[config.mk]
export PLATFORM = sky130hd
export DESIGN_NAME = uart_cmd_wrapper
export DESIGN_NICKNAME = d
export VERILOG_FILES = /design/src/rtl/uart_cmd_wrapper.sv
export SDC_FILE = /design/constraint.sdc
export NUM_CORES = 1
export LEC_CHECK = 0
export CAP_MARGIN = 15
export CORE_MARGIN = 2
export CORE_UTILIZATION = 39
export CTS_CLUSTER_DIAMETER = 50
export CTS_CLUSTER_SIZE = 14
export DETAILED_ROUTE_END_ITERATION = 8
export SLEW_MARGIN = 40
export SYNTH_ARGS = -nofsm -noshare
export SYNTH_HDL_FRONTEND = slang
export SYNTH_SLANG_ARGS = --single-unit
[constraint.sdc]
create_clock -name clk -period 3.9 [get_ports clk]
set_input_delay 0.585 -clock clk [delete_from_list [all_inputs] [get_ports clk]]
set_output_delay 0.585 -clock clk [all_outputs]
set_load 0.02 [all_outputs]
[src/rtl/uart_cmd_wrapper.sv]
// Knight-side serial link endpoint: UART RX assembling 16-bit commands (high byte first)
// plus an independent UART TX for 8-bit responses.
module uart_cmd_wrapper #(
  parameter int BAUD_DIV = 2604
) (
  input  logic        clk,
  input  logic        rst_n,
  input  logic        RX,
  output logic        TX,
  output logic [15:0] cmd,
  output logic        cmd_rdy,
  input  logic        clr_cmd_rdy,
  input  logic [7:0]  resp,
  input  logic        trmt,
  output logic        tx_done
);

  localparam int CW = $clog2(BAUD_DIV + 1);
  localparam logic [CW-1:0] BAUD_FULL = CW'(BAUD_DIV);
  localparam logic [CW-1:0] BAUD_HALF = CW'(BAUD_DIV / 2);
  localparam logic [CW-1:0] BAUD_ONE  = CW'(1);

  typedef enum logic {RX_IDLE = 1'b0, RX_RECV = 1'b1} rx_state_t;
  typedef enum logic {ASM_HIGH = 1'b0, ASM_LOW = 1'b1} asm_state_t;
  typedef enum logic {TX_IDLE = 1'b0, TX_XMIT = 1'b1} tx_state_t;

  // [1] is the synchronized line, [2] its previous value for edge detection
  logic [2:0]   rx_sync_q, rx_sync_d;
  rx_state_t    rx_state_q, rx_state_d;
  logic [CW-1:0] rx_baud_q, rx_baud_d;
  logic [3:0]   rx_bit_q, rx_bit_d;
  logic [7:0]   rx_shift_q, rx_shift_d;
  asm_state_t   asm_state_q, asm_state_d;
  logic [15:0]  cmd_q, cmd_d;
  logic         cmd_rdy_q, cmd_rdy_d;
  tx_state_t    tx_state_q, tx_state_d;
  logic [CW-1:0] tx_baud_q, tx_baud_d;
  logic [3:0]   tx_bit_q, tx_bit_d;
  logic [9:0]   tx_shift_q, tx_shift_d;
  logic         tx_done_q, tx_done_d;

  logic rx_line, rx_fall, rx_start, rx_valid;

  assign rx_line = rx_sync_q[1];
  assign rx_fall = rx_sync_q[2] & ~rx_sync_q[1];

  always_comb begin
    rx_sync_d  = {rx_sync_q[1:0], RX};
    rx_state_d = rx_state_q;
    rx_baud_d  = rx_baud_q;
    rx_bit_d   = rx_bit_q;
    rx_shift_d = rx_shift_q;
    rx_start   = 1'b0;
    rx_valid   = 1'b0;
    case (rx_state_q)
      RX_IDLE: begin
        if (rx_fall) begin
          rx_state_d = RX_RECV;
          rx_bit_d   = 4'd0;
          rx_baud_d  = BAUD_HALF;
          rx_start   = 1'b1;
        end
      end
      RX_RECV: begin
        if (rx_baud_q == BAUD_ONE) begin
          rx_baud_d = BAUD_FULL;
          rx_bit_d  = rx_bit_q + 4'd1;
          if (rx_bit_q == 4'd9) begin
            rx_state_d = RX_IDLE;
            rx_bit_d   = 4'd0;
            rx_valid   = rx_line;
          end else if (rx_bit_q != 4'd0) begin
            rx_shift_d = {rx_line, rx_shift_q[7:1]};
          end
        end else begin
          rx_baud_d = rx_baud_q - BAUD_ONE;
        end
      end
      default: rx_state_d = RX_IDLE;
    endcase
  end

  // Clear precedes set so a byte completing alongside clr_cmd_rdy still raises cmd_rdy
  always_comb begin
    asm_state_d = asm_state_q;
    cmd_d       = cmd_q;
    cmd_rdy_d   = cmd_rdy_q;
    if (clr_cmd_rdy || (rx_start && asm_state_q == ASM_HIGH))
      cmd_rdy_d = 1'b0;
    if (rx_valid) begin
      if (asm_state_q == ASM_HIGH) begin
        cmd_d[15:8] = rx_shift_q;
        asm_state_d = ASM_LOW;
      end else begin
        cmd_d[7:0]  = rx_shift_q;
        cmd_rdy_d   = 1'b1;
        asm_state_d = ASM_HIGH;
      end
    end
  end

  always_comb begin
    tx_state_d = tx_state_q;
    tx_baud_d  = tx_baud_q;
    tx_bit_d   = tx_bit_q;
    tx_shift_d = tx_shift_q;
    tx_done_d  = tx_done_q;
    case (tx_state_q)
      TX_IDLE: begin
        if (trmt) begin
          tx_shift_d = {1'b1, resp, 1'b0};
          tx_done_d  = 1'b0;
          tx_baud_d  = BAUD_FULL;
          tx_bit_d   = 4'd0;
          tx_state_d = TX_XMIT;
        end
      end
      TX_XMIT: begin
        if (tx_baud_q == BAUD_ONE) begin
          tx_shift_d = {1'b1, tx_shift_q[9:1]};
          tx_baud_d  = BAUD_FULL;
          if (tx_bit_q == 4'd9) begin
            tx_bit_d   = 4'd0;
            tx_state_d = TX_IDLE;
            tx_done_d  = 1'b1;
          end else begin
            tx_bit_d = tx_bit_q + 4'd1;
          end
        end else begin
          tx_baud_d = tx_baud_q - BAUD_ONE;
        end
      end
      default: tx_state_d = TX_IDLE;
    endcase
  end

  always_ff @(posedge clk or negedge rst_n) begin
    if (!rst_n) begin
      rx_sync_q   <= 3'b111;
      rx_state_q  <= RX_IDLE;
      rx_baud_q   <= '0;
      rx_bit_q    <= 4'd0;
      rx_shift_q  <= 8'h00;
      asm_state_q <= ASM_HIGH;
      cmd_q       <= 16'h0000;
      cmd_rdy_q   <= 1'b0;
      tx_state_q  <= TX_IDLE;
      tx_baud_q   <= '0;
      tx_bit_q    <= 4'd0;
      tx_shift_q  <= 10'h3FF;
      tx_done_q   <= 1'b0;
    end else begin
      rx_sync_q   <= rx_sync_d;
      rx_state_q  <= rx_state_d;
      rx_baud_q   <= rx_baud_d;
      rx_bit_q    <= rx_bit_d;
      rx_shift_q  <= rx_shift_d;
      asm_state_q <= asm_state_d;
      cmd_q       <= cmd_d;
      cmd_rdy_q   <= cmd_rdy_d;
      tx_state_q  <= tx_state_d;
      tx_baud_q   <= tx_baud_d;
      tx_bit_q    <= tx_bit_d;
      tx_shift_q  <= tx_shift_d;
      tx_done_q   <= tx_done_d;
    end
  end

  assign TX      = tx_shift_q[0];
  assign cmd     = cmd_q;
  assign cmd_rdy = cmd_rdy_q;
  assign tx_done = tx_done_q;

endmodule

# Yosys cells after proc, flatten, opt, wreduce, memory -nomap -nowiden
# Index checks and enable logic that the tools add are counted.
# Widths: inputs -> output; s select.
[totals]
regBits = 74
word_cells = 79
out_inout_bits = 19
[op_classes]
addsub = 4
n_reduce_logical = 9
bitwise_logic = 6
eq_ne = 9
n_mux = 37
[op_table]
columns = ["operator", "n"]
rows = [
  ["$mux 12", 4],
  ["$pmux 12 s2", 2],
  ["$eq 12x1->1 const B", 2],
  ["$mux 4", 6],
  ["$sub 12x1->12 const B", 2],
  ["$mux 10", 2],
  ["$pmux 10 s2", 1],
  ["$mux 1", 17],
  ["$pmux 4 s2", 2],
  ["$add 4x1->4 const B", 2],
  ["$eq 4x4->1 const B", 2],
  ["$reduce_and 2->1", 4],
  ["$ne 2x1->1 const B", 3],
  ["$pmux 1 s2", 3],
  ["$not 1->1", 5],
  ["$ne 2x2->1 const B", 2],
  ["$reduce_and 4->1", 1],
  ["$reduce_bool 4->1", 1],
  ["$reduce_and 3->1", 1],
  ["$and 1x1->1", 1],
  ["$logic_and 1x1->1", 1],
  ["$logic_or 1x1->1", 1],
]

# Depth between registers and ports, before layout
[depth]
word_depth = 9
ltp_mapped = 8

# Worst setup path before layout
# Ideal clock, no wire load.
[synth_path]
path_kind = "flip-flop to flip-flop"
from = "reg rx_baud_q[1]"
to = "reg cmd_q[10], in the netlist cmd[10]"
synth_period_minus_slack_ns = 2.688
setup_ns = 0.125
arrival_ns = 2.562
n_path_buf = 2
path_slack_ns = 1.212
stages_incl_launch_ff = 9
cell_sequence = "dfrtp_1 > inv_1 > ha_1 > or4b_1 > or3_1 > buf_6 > or4_4 > buf_6 > mux2_4"
[synth_via]
elab_chain_cells = 4
[synth_lines]
columns = ["element", "line_no", "text"]
rows = [
  ["from (decl)", "30", "logic [CW-1:0] rx_baud_q, rx_baud_d;"],
  ["from (signal assigned)", "155", "rx_baud_q <= rx_baud_d;"],
  ["$eq 12x1->1", "65", "if (rx_baud_q == BAUD_ONE) begin"],
  ["$mux 1", "65", ""],
  ["$mux 1", "55", "case (rx_state_q)"],
  ["$reduce_and 2->1 (no line)", "--", ""],
  ["to (signal assigned)", "159", "cmd_q <= cmd_d;"],
  ["to (decl)", "34", "logic [15:0] cmd_q, cmd_d;"],
]
# Every way passes these cells.
# A chain may end at the register's enable or synchronous reset.

# Worst setup path after layout
[layout_path]
from = "reg rx_baud_q[1]"
to = "reg cmd_q[13], in the netlist cmd[13]"
# Same word-level chain as after synthesis.

==> impl_metrics.json <==
{
  "status": "completed",
  "crit_fanout": 10,
  "tns_ps": 0,
  "synth_area_leaders": "dfrtp_1, dfstp_2, mux2_2",
  "crit_buf_inv": 1,
  "num_rows": 34,
  "end_kind": "register",
  "clockBufferDepth": 2,
  "cts_sinks": 73,
  "overflow": 0,
  "post_cts_buffers": 0,
  "hold_viol": 0,
  "synth.avg_cell_area_um2": 11.2,
  "max_clock_freq_ghz": 0.351,
  "cts-resized-gates": 0,
  "gp_congestion": 0.889,
  "grt_usage_pct": 14.8,
  "powerDensity_mw_per_mm2": 414,
  "synth_area_mm2": 0.00343,
  "layout-drive-gt1-share_pct": 18.2,
  "synth_edf_count": 0,
  "antenna_found_initial": 0,
  "crit_family": "simple AND/OR/NAND/NOR gates",
  "hp-class": "in2async",
  "cts_root_buf": "clkbuf_8",
  "num_vias": 2469,
  "top_usage_layer": "met2",
  "yosysMostFrequentCell": "dfrtp_1",
  "postSynth.asyncResetShare_pct": 100,
  "multi_input_comb_area_mm2": 0.00150,
  "rr_endpoint": "cmd[13]",
  "path_clk_slew_ps": 80,
  "num_antenna_cells": 0,
  "synth.yosys.seq_area_share_pct": 53.7,
  "nets": 363,
  "io_buffers": 31,
  "use_met2_pct": 21.9,
  "power.leakage_nw": 1.80,
  "tritoncts": "built",
  "gr-usage-met1_pct": 21.3,
  "cts.htree.levels": 3,
  "r2r_setup_slack_ps": 1050,
  "die_w_um": 97.8,
  "ys_top_cells_by_count": "dfrtp_1, nand2_1, o21ai_0",
  "yosys_register_bits": 73,
  "ys_types": 52,
  "ys.flop_type": "dfrtp_1",
  "num_io_pins": 32,
  "slew_viol_final": 0,
  "clk_latency_ps": 350,
  "peakVddDrop_v": 0.000188,
  "crit_chain": "inv_1 -> ha_1 -> or4b_1 -> or3_1 -> or4_4 -> mux2_4",
  "pre_cts_slack_ps": 1050,
  "grt_pass1_wl_mm": 11.5,
  "initial_core_util_pct": 39.7,
  "synthCells": 307,
  "slew_headroom_pct": 49.0,
  "finalCriticalPeriod_ps": 2850,
  "numCtsBuffers": 9,
  "coreArea_mm2": 0.00864,
  "cp_slowest_cell": "or4_4",
  "yosysWarnings": 0,
  "seqCellArea_mm2": 0.00184,
  "ant_nets": 0,
  "setup_viol": 0,
  "rsz0062_at_grt": "false",
  "routed_wl_mm": 6.79,
  "grt_max_degree": 74,
  "r2r.worst_path.cells": 6,
  "startpoint_type": "register",
  "worst_ep_arrival_time_ps": 3080,
  "worst_pin_slew_ps": 765,
  "period_share_pct": 73.0,
  "r2r-start": "rx_baud_q[1]",
  "grt.met3_usage_pct": 3.79,
  "die_h_um": 97.8,
  "nFillCells": 799,
  "drt_iter0_drc": 91,
  "first_pass_iters": 4,
  "critical_path_class": "reg2reg",
  "dp_hpwl_mm": 4.47,
  "crit_required_ps": 4130,
  "cp_slowest_stage_delay_ps": 690,
  "grt_pass1_vias": 2300,
  "skew_ps": 10.7,
  "vias_per_cell": 5.44,
  "maxCapViolations": 0,
  "netlist.area_leader.share_pct": 44.5,
  "area_delta_synth_final_pct": 17.1,
  "hold_buffers": 0,
  "synthesis.nets": 329,
  "drc": 0,
  "dieArea_mm2": 0.00956,
  "wire_per_inst_um": 15.0,
  "yosysTopAreaCell": "dfrtp_1",
  "fin_ws_ps": 1050
}
==> final cells by class <==
type,instances,area share (%)
flip-flops and latches,73,45.9
multi-input cells,211,37.4
repair buffers,32,7.94
well taps,108,3.36
clock buffers,10,3.18
inverters,14,1.31
clock inverters,6,0.903
==> registers in the layout, indices dropped and copies added (netlist names) <==
register     flops
cmd             16
rx_baud_q       12
tx_baud_q       12
tx_shift_q       9
rx_shift_q       8
rx_bit_q         4
tx_bit_q         4
rx_sync_q        3
asm_state_q      1
cmd_rdy          1
rx_state_q       1
tx_done          1
tx_state_q       1
==> report_power, final <==
| part | switching (mW) | internal (mW) |
|---|---|---|
| Clock | 0.284 | 0.228 |
| Combinational | 0.125 | 0.112 |
| Sequential | 0.0818 | 0.833 |
==> worst max path at each step <==
stage / from / end / cells after the start
final: rx_baud_q[1] / cmd[13] / 6
after global routing: rx_baud_q[1] / rx_shift_q[1] / 6
after CTS: rx_baud_q[1] / cmd[14] / 6
after detailed placement: rx_baud_q[1] / cmd[11] / 6
after global placement: rx_baud_q[1] / cmd[10] / 6
after floorplan: rx_baud_q[1] / cmd[10] / 8
==> per-stage QoR <==
stage / utilization, % / cells / power, mW / hold slack [ps] / area, um2
finish: 46.5 / 454 / 1.66 / 245 / 4020
CTS: 46.4 / 454 / 1.67 / 273 / 4000
global route: 46.5 / 454 / 1.76 / 292 / 4020
global placement: 44.3 / 438 / 1.15 / 347 / 3830
floorplan: - / 307 / 1.08 / 289 / 3430
detailed placement: 44.5 / 438 / 1.16 / 353 / 3840
==> cells by family after synthesis <==
group / after synthesis / synth area share [%]
AND/OR/NAND/NOR: 93 / 14.1
AO/OA/AOI/OAI: 73 / 13.8
flip-flops: 73 / 53.7
multiplexers: 32 / 11.1
buffers and inverters: 23 / 2.99
adder cells (fa/ha/maj): 9 / 3.28
XOR/XNOR: 4 / 1.02
==> cell usage in the layout (no fill, tap or decap), types with 9 or more instances in the layout <==
master | synthesis | routed
dfrtp_1 | 61 | 61
a21oi_1 | 13 | 13
inv_1 | 14 | 14
nand3_1 | 14 | 14
clkdlybuf4s50_1 | 0 | 30
ha_1 | 9 | 9
nand2_1 | 31 | 31
or3_1 | 9 | 9
dfstp_2 | 12 | 12
o21ai_0 | 26 | 26
mux2_2 | 16 | 16
nor2_1 | 11 | 11
clkbuf_8 | 0 | 9
==> per-layer routing <==
metal | part of all wire, % | vias up
met1 | 49 | 1204
met5 | 0 | -
met3 | 4.5 | 10
li1 | - | 1197
met4 | 1.3 | 0
met2 | 45 | 58
No activity file was read; power rests on OpenSTA's default activity.
